`src/rtl/bcd_ascii_serializer.sv`:
```
// Packed BCD word to ASCII character stream, most significant digit first.
// Optional leading-zero suppression is enabled by defining BCD_LZ_SUPPRESS_EN.
module bcd_ascii_serializer #(
    parameter int DIGITS = 4
) (
    input  logic                  clk,
    input  logic                  rst_n,
    input  logic                  in_valid,
    output logic                  in_ready,
    input  logic [4*DIGITS-1:0]   in_bcd,
    output logic                  out_valid,
    input  logic                  out_ready,
    output logic [7:0]            out_char,
    output logic                  out_last,
    output logic                  out_err
);

    localparam int W  = 4 * DIGITS;
    localparam int IW = (DIGITS > 1) ? $clog2(DIGITS) : 1;

    typedef enum logic {
        IDLE,
        SEND
    } state_t;

    state_t        state;
    state_t        state_nxt;
    logic [W-1:0]  word;
    logic [IW-1:0] idx;
    logic [IW-1:0] nidx;
    logic [IW-1:0] start;
    logic          accept;
    logic          fire;

    // Returns {err, char} for one BCD digit.
    function automatic logic [8:0] enc(input logic [3:0] d);
        if (d > 4'd9) begin
            return {1'b1, 8'h3F};
        end
        return {1'b0, 4'h3, d};
    endfunction

    assign in_ready  = (state == IDLE);
    assign out_valid = (state == SEND);
    assign accept    = in_valid && in_ready;
    assign fire      = out_valid && out_ready;
    assign nidx      = idx - 1'b1;

`ifdef BCD_LZ_SUPPRESS_EN
    // Highest nonzero digit position; the last digit is the floor.
    always_comb begin
        start = '0;
        for (int i = 1; i < DIGITS; i++) begin
            if (in_bcd[4*i +: 4] != 4'h0) begin
                start = IW'(i);
            end
        end
    end
`else
    assign start = IW'(DIGITS - 1);
`endif

    // State register.
    always_ff @(posedge clk or negedge rst_n) begin
        if (!rst_n) begin
            state <= IDLE;
        end else begin
            state <= state_nxt;
        end
    end

    // Next-state logic: capture on accept, return after the last handshake.
    always_comb begin
        state_nxt = state;
        unique case (state)
            IDLE: begin
                if (accept) begin
                    state_nxt = SEND;
                end
            end
            SEND: begin
                if (fire && out_last) begin
                    state_nxt = IDLE;
                end
            end
            default: state_nxt = IDLE;
        endcase
    end

    // Word capture, digit pointer and registered character outputs.
    always_ff @(posedge clk or negedge rst_n) begin
        if (!rst_n) begin
            word     <= '0;
            idx      <= '0;
            out_char <= 8'h00;
            out_last <= 1'b0;
            out_err  <= 1'b0;
        end else if (accept) begin
            word                <= in_bcd;
            idx                 <= start;
            {out_err, out_char} <= enc(in_bcd[4*start +: 4]);
            out_last            <= (start == '0);
        end else if (fire && !out_last) begin
            idx                 <= nidx;
            {out_err, out_char} <= enc(word[4*nidx +: 4]);
            out_last            <= (nidx == '0);
        end
    end

endmodule

```
`config.mk`:
```
export PLATFORM = sky130hd
export DESIGN_NAME = bcd_ascii_serializer
export DESIGN_NICKNAME = d
export VERILOG_FILES = /design/src/rtl/bcd_ascii_serializer.sv
export SDC_FILE = /design/constraint.sdc
export NUM_CORES = 1
export LEC_CHECK = 0
export ABC_AREA = 1
export BUFFER_PORTS_ARGS = -buffer_cell sky130_fd_sc_hd__buf_2
export CORE_ASPECT_RATIO = 0.5
export CORE_MARGIN = 1.5
export CORE_UTILIZATION = 30
export DETAILED_ROUTE_END_ITERATION = 8
export PLACE_DENSITY = 0.5
export SKIP_CTS_REPAIR_TIMING = 1
export SYNTH_ARGS = -nofsm -noshare
export SYNTH_HDL_FRONTEND = slang
export SYNTH_SLANG_ARGS = --single-unit
```
`constraint.sdc`:
```
create_clock -name clk -period 1.3 [get_ports clk]
set_input_delay 0.13 -clock clk [delete_from_list [all_inputs] [get_ports clk]]
set_output_delay 0.13 -clock clk [all_outputs]
set_load 0.05 [all_outputs]
```
Word level (Yosys, flattened, before mapping)
Cells that the tools add are included.
{ "totals": {"elab_cells": 38, "rom_bits": 0, "reg_bits": 29, "latchBits": 0, "ram_bits": 0, "mem_count": 0, "out_inout_bits": 12} }
{ "op_classes": {"bitwise": 1, "n_div": 0, "magnitude_cmp": 2, "mul": 0, "n_eq_ne": 0, "n_reduce_logical": 7, "n_addsub": 1, "n_mux": 20, "shifts": 1} }
{ "ops": {"columns": ["cell", "count"], "rows": [
  ["2-to-1 mux 9 bit", 4],
  ["2-to-1 mux 8 bit", 2],
  ["indexed part select 16 x 5 -> 4 bit", 1],
  ["2-to-1 mux 1 bit", 11],
  ["greater-than comparator 4 bit, second input constant", 2],
  ["logical AND 1 bit", 4],
  ["2-to-1 mux 2 bit", 2],
  ["zero test 2 bit", 1],
  ["case mux 1 bit (2 select lines)", 1],
  ["nonzero test 2 bit", 1],
  ["subtractor 2 x 1 -> 2 bit, second input constant", 1],
  ["zero test 1 bit", 1],
  ["inverter 1 bit", 1]
]} }

Logic depth before layout (Yosys ltp)
Gate-level depths: netlist of the first run.
{ "depth": {"ltp_word": 9, "depth_mapped": 10, "ltp_nobuf": 10} }

Worst setup path before layout of the first run
OpenSTA, ideal clock, no wires.
{ "synth_timing": {"path_type": "reg-to-reg", "start": "reg state (netlist: out_valid)", "end": "reg out_char[4]", "path_stages_with_launch": 5, "arrival_ns": 1.696, "path_buffers": 0, "slack_ns": -0.523, "cell_sequence": "dfrtp_1 > inv_1 > nand2_4 > o21ai_4 > or2_2"} }
{ "synth_between": {"elab_chain_len": 3, "word_cells_on_any_way": 6} }
{ "synth_lines": {"columns": ["element", "line", "rtl"], "rows": [
  ["start: declaration", "26", "state_t state;"],
  ["start signal: assignment", "68", "state <= state_nxt;"],
  ["inverter 1 bit *", null, null],
  ["via in_ready", "9", "output logic in_ready,"],
  ["logical AND 1 bit *", "45", "assign accept = in_valid && in_ready;"],
  ["2-to-1 mux 8 bit / nonzero test 2 bit (equally long branches)", null, null],
  ["end signal: assignment", "101", "{out_err, out_char} <= enc(in_bcd[4*start +: 4]);"],
  ["end signal: assignment", "105", "{out_err, out_char} <= enc(word[4*nidx +: 4]);"],
  ["end: declaration", "13", "output logic [7:0] out_char,"]
]} }
Mark *: on every way through the listed nets, which the timed path passes. The rest lies on a longest branch.
A chain may end at the register's enable or synchronous reset.

Worst setup path in the final report of the first run
{ "layout_timing": {"start": "reg idx[0]", "end": "reg out_char[2]"} }
{ "layout_between": {"elab_chain_len": 9} }
{ "layout_lines": {"columns": ["element", "line", "rtl"], "rows": [
  ["start: declaration", "29", "logic [IW-1:0] idx;"],
  ["start signal: assignment", "100", "idx <= start;"],
  ["start signal: assignment", "104", "idx <= nidx;"],
  ["subtractor 2 x 1 -> 2 bit *", "47", "assign nidx = idx - 1'b1;"],
  ["indexed part select 16 x 5 -> 4 bit *", "105", null],
  ["greater-than comparator 4 bit", "37", "if (d > 4'd9) begin"],
  ["2-to-1 mux 1 bit", "37", null],
  ["2-to-1 mux 1 bit", "103", "end else if (fire && !out_last) begin"],
  ["2-to-1 mux 1 bit", "98", "end else if (accept) begin"],
  ["2-to-1 mux 9 bit *", "40", "return {1'b0, 4'h3, d};"],
  ["2-to-1 mux 8 bit *", "103", null],
  ["2-to-1 mux 8 bit *", "98", null]
]} }
Mark *: on every way between the ends. The rest lies on a longest branch, timed or not. The select of a mux whose other input is x is not followed.

==> results of run 1 <==
[state kept, by name, indices dropped and copies added (netlist names)]
signal     count
idx            2
out_char       5
out_err        1
out_last       1
out_valid      1
word          16
[worst max-delay path by stage]
| stage | end | cells past startpoint | startpoint | slack (ns) |
|---|---|---|---|---|
| 5_1_grt | out_char[2] | 7 | idx[0] | -0.21 |
| 3_3_place_gp | out_char[1] | 9 | idx[0] | -0.13 |
| 3_5_place_dp | out_char[1] | 9 | idx[0] | -0.20 |
| 2_1_floorplan | out_char[0] | 8 | out_valid | -0.33 |
| 4_1_cts | out_char[1] | 9 | idx[0] | -0.22 |
| 6_report | out_char[2] | 7 | idx[0] | -0.09 |
[power by group]
part,leakage (nW),internal [mW],total [mW],switching (mW)
registers,0.309,1.19,1.42,0.230
clock network,0.0288,0.271,0.518,0.248
logic,0.493,0.953,2.47,1.52
total,0.831,2.41,4.41,2.00
[worst min-delay path: cells and delay by family]
kind	cells	cell delay, ns
buffers and inverters	1	0.07
and+or+nand+nor	2	0.08
[per-layer routing]
metal | vias up | part of all wire | track usage
li1 | 560 | - | -
met1 | 446 | 0.55 | 0.183
met2 | 27 | 0.39 | 0.200
met3 | 4 | 0.048 | 0.0327
met4 | 0 | 0.016 | 0.0269
met5 | - | 0 | 0
[cell type report]
type | count | area share
timing repair buffer | 45 | 0.174
clock buffer | 4 | 0.0338
sequential | 26 | 0.400
multi-input combinational | 111 | 0.319
tap | 54 | 0.0415
inverter | 11 | 0.0315
[logic make-up after synthesis]
family | Yosys count | synth area share
AOI/OAI and AO/OA | 16 | 0.0804
buffers and inverters | 18 | 0.0722
other | 1 | 0.00305
and+or+nand+nor | 92 | 0.305
DFF | 26 | 0.529
adders and majority gates | 1 | 0.0102
[layout by cell type (no fill, tap or decap), drive strengths merged]
master / instances
a41oi: 1
or2: 1
a21oi: 1
nand2: 67
inv: 9
o21ai: 12
o22ai: 1
clkinvlp: 2
buf: 44
dfrtp: 26
nor2: 16
o21a: 1
conb: 2
dlygate4sd3: 1
clkbuf: 4
nand3: 8
ha: 1
[synth_stat cells, drive strengths merged]
master / instances
nand2: 67
o22ai: 1
or2: 1
inv: 11
ha: 1
conb: 1
a41oi: 1
nand3: 8
o21ai: 12
dfrtp: 26
buf: 7
o21a: 1
nor2: 16
a21oi: 1
==> impl_metrics.csv, run 1 <==
group,metric,value,unit
detailed_routing,num_vias,1037,
cells_and_area,area_growth,32.5,%
yosys,synth_cells,154,
yosys,netlist_area,1230,um^2
timing,skew,0.00178,ns
critical_path,startpoint_type,"flop",
floorplan,die-area,4520,um^2
critical_path,cp_max_fo,5,
timing,holdWs,0.0467,ns
timing,rsz0062_at_grt,"true",
timing,max_freq,0.717,GHz
cells_and_area,final_area,1630,um^2
cts,cts_max_level,1,
timing,layout_setup_ws,-0.0941,ns
power_and_ir_drop,p_total,4.41,mW
timing,setup_viol,4,
power_and_ir_drop,peakVddDrop,0.689,mV
cts,clk_latency,0.27,ns
cts,cts_tree,"yes",
cells_and_area,post-route-util,0.415,
yosys,synth_seq_cells,26,
critical_path,critical_path.top_delay_family,"flip-flops",
floorplan,start_util,0.313,
yosys,synth_area_leaders,"dfrtp_1 (53%), nand2_1 (20%), o21ai_0 (4.5%)",
critical_path,critPathCaptureType,"flop",
global_route,grt.total_usage,0.128,
critical_path,required,1.51,ns
cells_and_area,fin_cells,251,
cts,clockBufferDepth,2,
detailed_routing,remaining_drc_errors,0,
cts,cts.clk_slew.worst_paths,0.09,ns
global_route,grt_pass1_wl,4310,um
critical_path,cp_data_arrival_time,1.60,ns
place,dpl_cell_area,1500,um^2
timing,final_hold_viol_count,0,
timing,tns,-0.336,ns
place,place_inst,244,
power_and_ir_drop,power_density,2710,nW/um^2
floorplan,die_h,48.3,um
yosys,yosysWarnings,0,
timing,worst_slew_pin_slew,0.575,ns
cts,root_buffer,"clkbuf_8",
power_and_ir_drop,p_leak,0.831,nW
timing,timing.final.crit_share,1.07,
cts,numCtsBuffers,3,
yosys,syn_avg_cell_area,7.99,um^2
cells_and_area,seq_area,652,um^2
place,gp_congestion,0.857,
critical_path,r2r_start,"idx[0]",
timing,slew_headroom,0.617,
critical_path,slowest_delay,0.43,ns
critical_path,cp_cell_sequence,"ha_4 > inv_4 > nand3_1 > nand2_1 > o21ai_0 > nor2_2 > nor2_1",
cells_and_area,multi_input_area,519,um^2
timing,drv_slew,0,
global_route,grt_max_degree,27,
job,maxCapViolations,0,
critical_path,rr_worst_depth,7,
run_status,violations,"setup timing",
critical_path,rrSetupSlack,-0.09,ns
place,dp_hpwl,2000,um
cells_and_area,fillCellCount,435,
timing,min_period,1.39,ns
run_status,status,"complete, but fails checks",
global_route,antenna_found_initial,0,
critical_path,slowest_stage,"dfrtp_1",
floorplan,fp.dieW,93.6,um
hold_path,hp-start,"in_bcd[2]",
global_route,overflow,0,
floorplan,ios,32,
cts,numClockSinks,26,
hold_path,min_to,"word[2]",
global_route,grt_pass1_vias,919,
critical_path,path_class,"reg -> reg",
cells_and_area,diodes,0,
cells_and_area,drive_gt1_frac,0.330,
hold_path,hold_class,"in -> reg",
critical_path,r2r_end,"out_char[2]",
place,dp_slack,-0.203,ns
cells_and_area,layout.nets,219,
detailed_routing,detail_route.first_pass.iterations,4,
yosys,yosysSeqAreaShare,0.529,
hold_path,holdPathStages,3,
floorplan,core_area,3920,um^2
yosys,synth_top_area_frac,0.529,
yosys,synth.distinct_cells,20,
critical_path,crit_buf_inv,1,
yosys,synth_area_leader_cell,"dfrtp_1",
floorplan,row_count,16,
detailed_routing,drtIter0Drc,34,
detailed_routing,routedWlPerCell,10.7,um
detailed_routing,viasPerCell,4.13,
detailed_routing,wirelength,2680,um
detailed_routing,antenna_left,0,
place,port_buffers,29,
(Power assumes the default switching activity.)
==> inputs of run 2 (changes only) <==
Settings changed: CORE_ASPECT_RATIO 0.5 to default.
==> run 2 against run 1 <==
  * The run still ends with setup timing left
  * Clock skew increased by 0.00072 ns
  * First-iteration DRC count increased by 8.8%
  * Global-route usage increased by 0.28 points
  * Cell count unchanged
  * Critical path type unchanged
  * Largest power group unchanged
  * Sequential cell count unchanged
  * Register-to-register slack got worse by 0.04 ns
  * Die area decreased by 0.51%
==> impl_metrics.csv, run 2 (synthesized netlist as in run 1, its figures left out) <==
group,metric,value,unit
run_status,status,"complete, but fails checks",
cts,root_buffer,"clkbuf_8",
place,dp_hpwl,2040,um
timing,drv_slew,0,
floorplan,core_area,3970,um^2
global_route,antenna_found_initial,0,
power_and_ir_drop,power_density,2790,nW/um^2
place,gp_congestion,0.843,
critical_path,required,1.47,ns
power_and_ir_drop,comb_power_share,0.584,
floorplan,die-area,4490,um^2
cells_and_area,fillCellCount,417,
timing,layout_setup_ws,-0.131,ns
global_route,grt_pass1_wl,4510,um
timing,skew,0.00250,ns
floorplan,row_count,23,
critical_path,slowest_stage,"dfrtp_1",
cts,cts_tree,"yes",
critical_path,slowest_delay,0.42,ns
place,dp_slack,-0.170,ns
cts,clk_latency,0.27,ns
cells_and_area,layout_common_cells,"nand2_1 (62), buf_2 (28), dfrtp_1 (25), buf_4 (15), nor2_1 (10)",
timing,worst_slew_pin_slew,0.585,ns
cells_and_area,reg_top3,"word: 16 flops, out_char: 5 flops, idx: 2 flops",
global_route,overflow,0,
detailed_routing,num_vias,1091,
cells_and_area,layout.nets,223,
cts,cts_max_level,1,
timing,tns,-0.424,ns
global_route,grt_pass1_vias,1015,
detailed_routing,wirelength,2780,um
timing,slew_headroom,0.610,
timing,timing.final.crit_share,1.10,
power_and_ir_drop,swShare,0.451,
cells_and_area,drive_gt1_frac,0.378,
detailed_routing,viasPerCell,4.35,
place,dpl_cell_area,1490,um^2
timing,max_freq,0.699,GHz
critical_path,critical_path.top_delay_family,"simple AND/OR/NAND/NOR gates",
detailed_routing,antenna_left,0,
floorplan,ios,32,
global_route,grt.total_usage,0.131,
cells_and_area,diodes,0,
detailed_routing,drtIter0Drc,37,
cts,cts.clk_slew.worst_paths,0.09,ns
timing,rsz0062_at_grt,"true",
timing,holdWs,0.0464,ns
detailed_routing,routedWlPerCell,11.1,um
floorplan,die_h,67.0,um
critical_path,cp_data_arrival_time,1.60,ns
timing,setup_viol,4,
cells_and_area,largest_register_ffs,16,
cells_and_area,post-route-util,0.426,
cells_and_area,top_register,"word",
cells_and_area,layout_commonest_cell,"nand2_1",
detailed_routing,detail_route.first_pass.iterations,5,
timing,final_hold_viol_count,0,
critical_path,startpoint_type,"flop",
place,port_buffers,29,
timing,min_period,1.43,ns
run_status,violations,"setup timing",
critical_path,crit_buf_inv,1,
cts,clockBufferDepth,2,
job,maxCapViolations,0,
power_and_ir_drop,intPower,2.59,mW
critical_path,cp_max_fo,4,
global_route,grt_max_degree,27,
cts,numClockSinks,26,
cells_and_area,area_growth,37.5,%
critical_path,critPathCaptureType,"flop",
hold_path,hold_class,"in -> reg",
cells_and_area,final_area,1690,um^2
power_and_ir_drop,clkPwrFrac,0.111,
floorplan,fp.dieW,67.0,um
floorplan,start_util,0.310,
critical_path,path_class,"reg -> reg",
cts,numCtsBuffers,3,
critical_path,cp_cell_sequence,"ha_4 > buf_6 > nand3_2 > nand2_2 > nand2_1 > nand2_1 > nand2_2 > nor2_2 > nor2_1",
power_and_ir_drop,power_switching,2.13,mW
power_and_ir_drop,p_leak,0.859,nW
detailed_routing,remaining_drc_errors,0,
power_and_ir_drop,p_seq_frac,0.305,
power_and_ir_drop,peakVddDrop,0.694,mV
run 2: cell type report:
class / instances / area (um^2) / area share
flip-flops and latches: 26 / 652 / 0.385
inverters: 11 / 51.3 / 0.0303
repair buffers: 49 / 319 / 0.189
well taps: 50 / 62.6 / 0.0370
clock buffers: 4 / 55.1 / 0.0325
multi-input cells: 111 / 552 / 0.326
run 2: power groups by stage:
stage / Combinational, mW / Sequential [mW] / Clock (mW)
final: 2.75 / 1.44 / 0.521
after global routing: 3.09 / 1.48 / 0.567
after CTS: 2.27 / 1.42 / 0.538
after detailed placement: 2.25 / 1.44 / 0
after global placement: 2.23 / 1.42 / 0
after floorplan: 1.24 / 1.76 / 0
run 2: through the flow:
stage	instances	power, mW
floorplan	155	3.00
global placement	239	3.65
detailed placement	239	3.69
CTS	243	4.23
global route	251	5.13
finish	251	4.72
run 2: path summary, 6_finish.rpt:
path	from	end	slack [ns]	depth (start not counted)
min in group asynchronous	rst_n	out_last	0.40	2
max reg2reg	idx[0]	out_char[2]	-0.13	9
max in group asynchronous	rst_n	out_valid	0.49	2
max	idx[0]	out_char[2]	-0.13	9
min reg2reg	out_err	out_err	0.49	1
min	in_bcd[8]	word[8]	0.05	3
run 2: metal layers:
metal | global-route usage | share of wire | vias to the layer above
li1 | - | - | 574
met1 | 0.177 | 0.47 | 491
met2 | 0.214 | 0.49 | 24
met3 | 0.0203 | 0.039 | 2
met4 | 0.0383 | 0.0061 | 0
met5 | 0 | 0 | -
run 2: worst min-delay path, delay by kind of cell:
kind | cells | cell delay, ns
buf+inv | 1 | 0.07
simple gates | 2 | 0.08
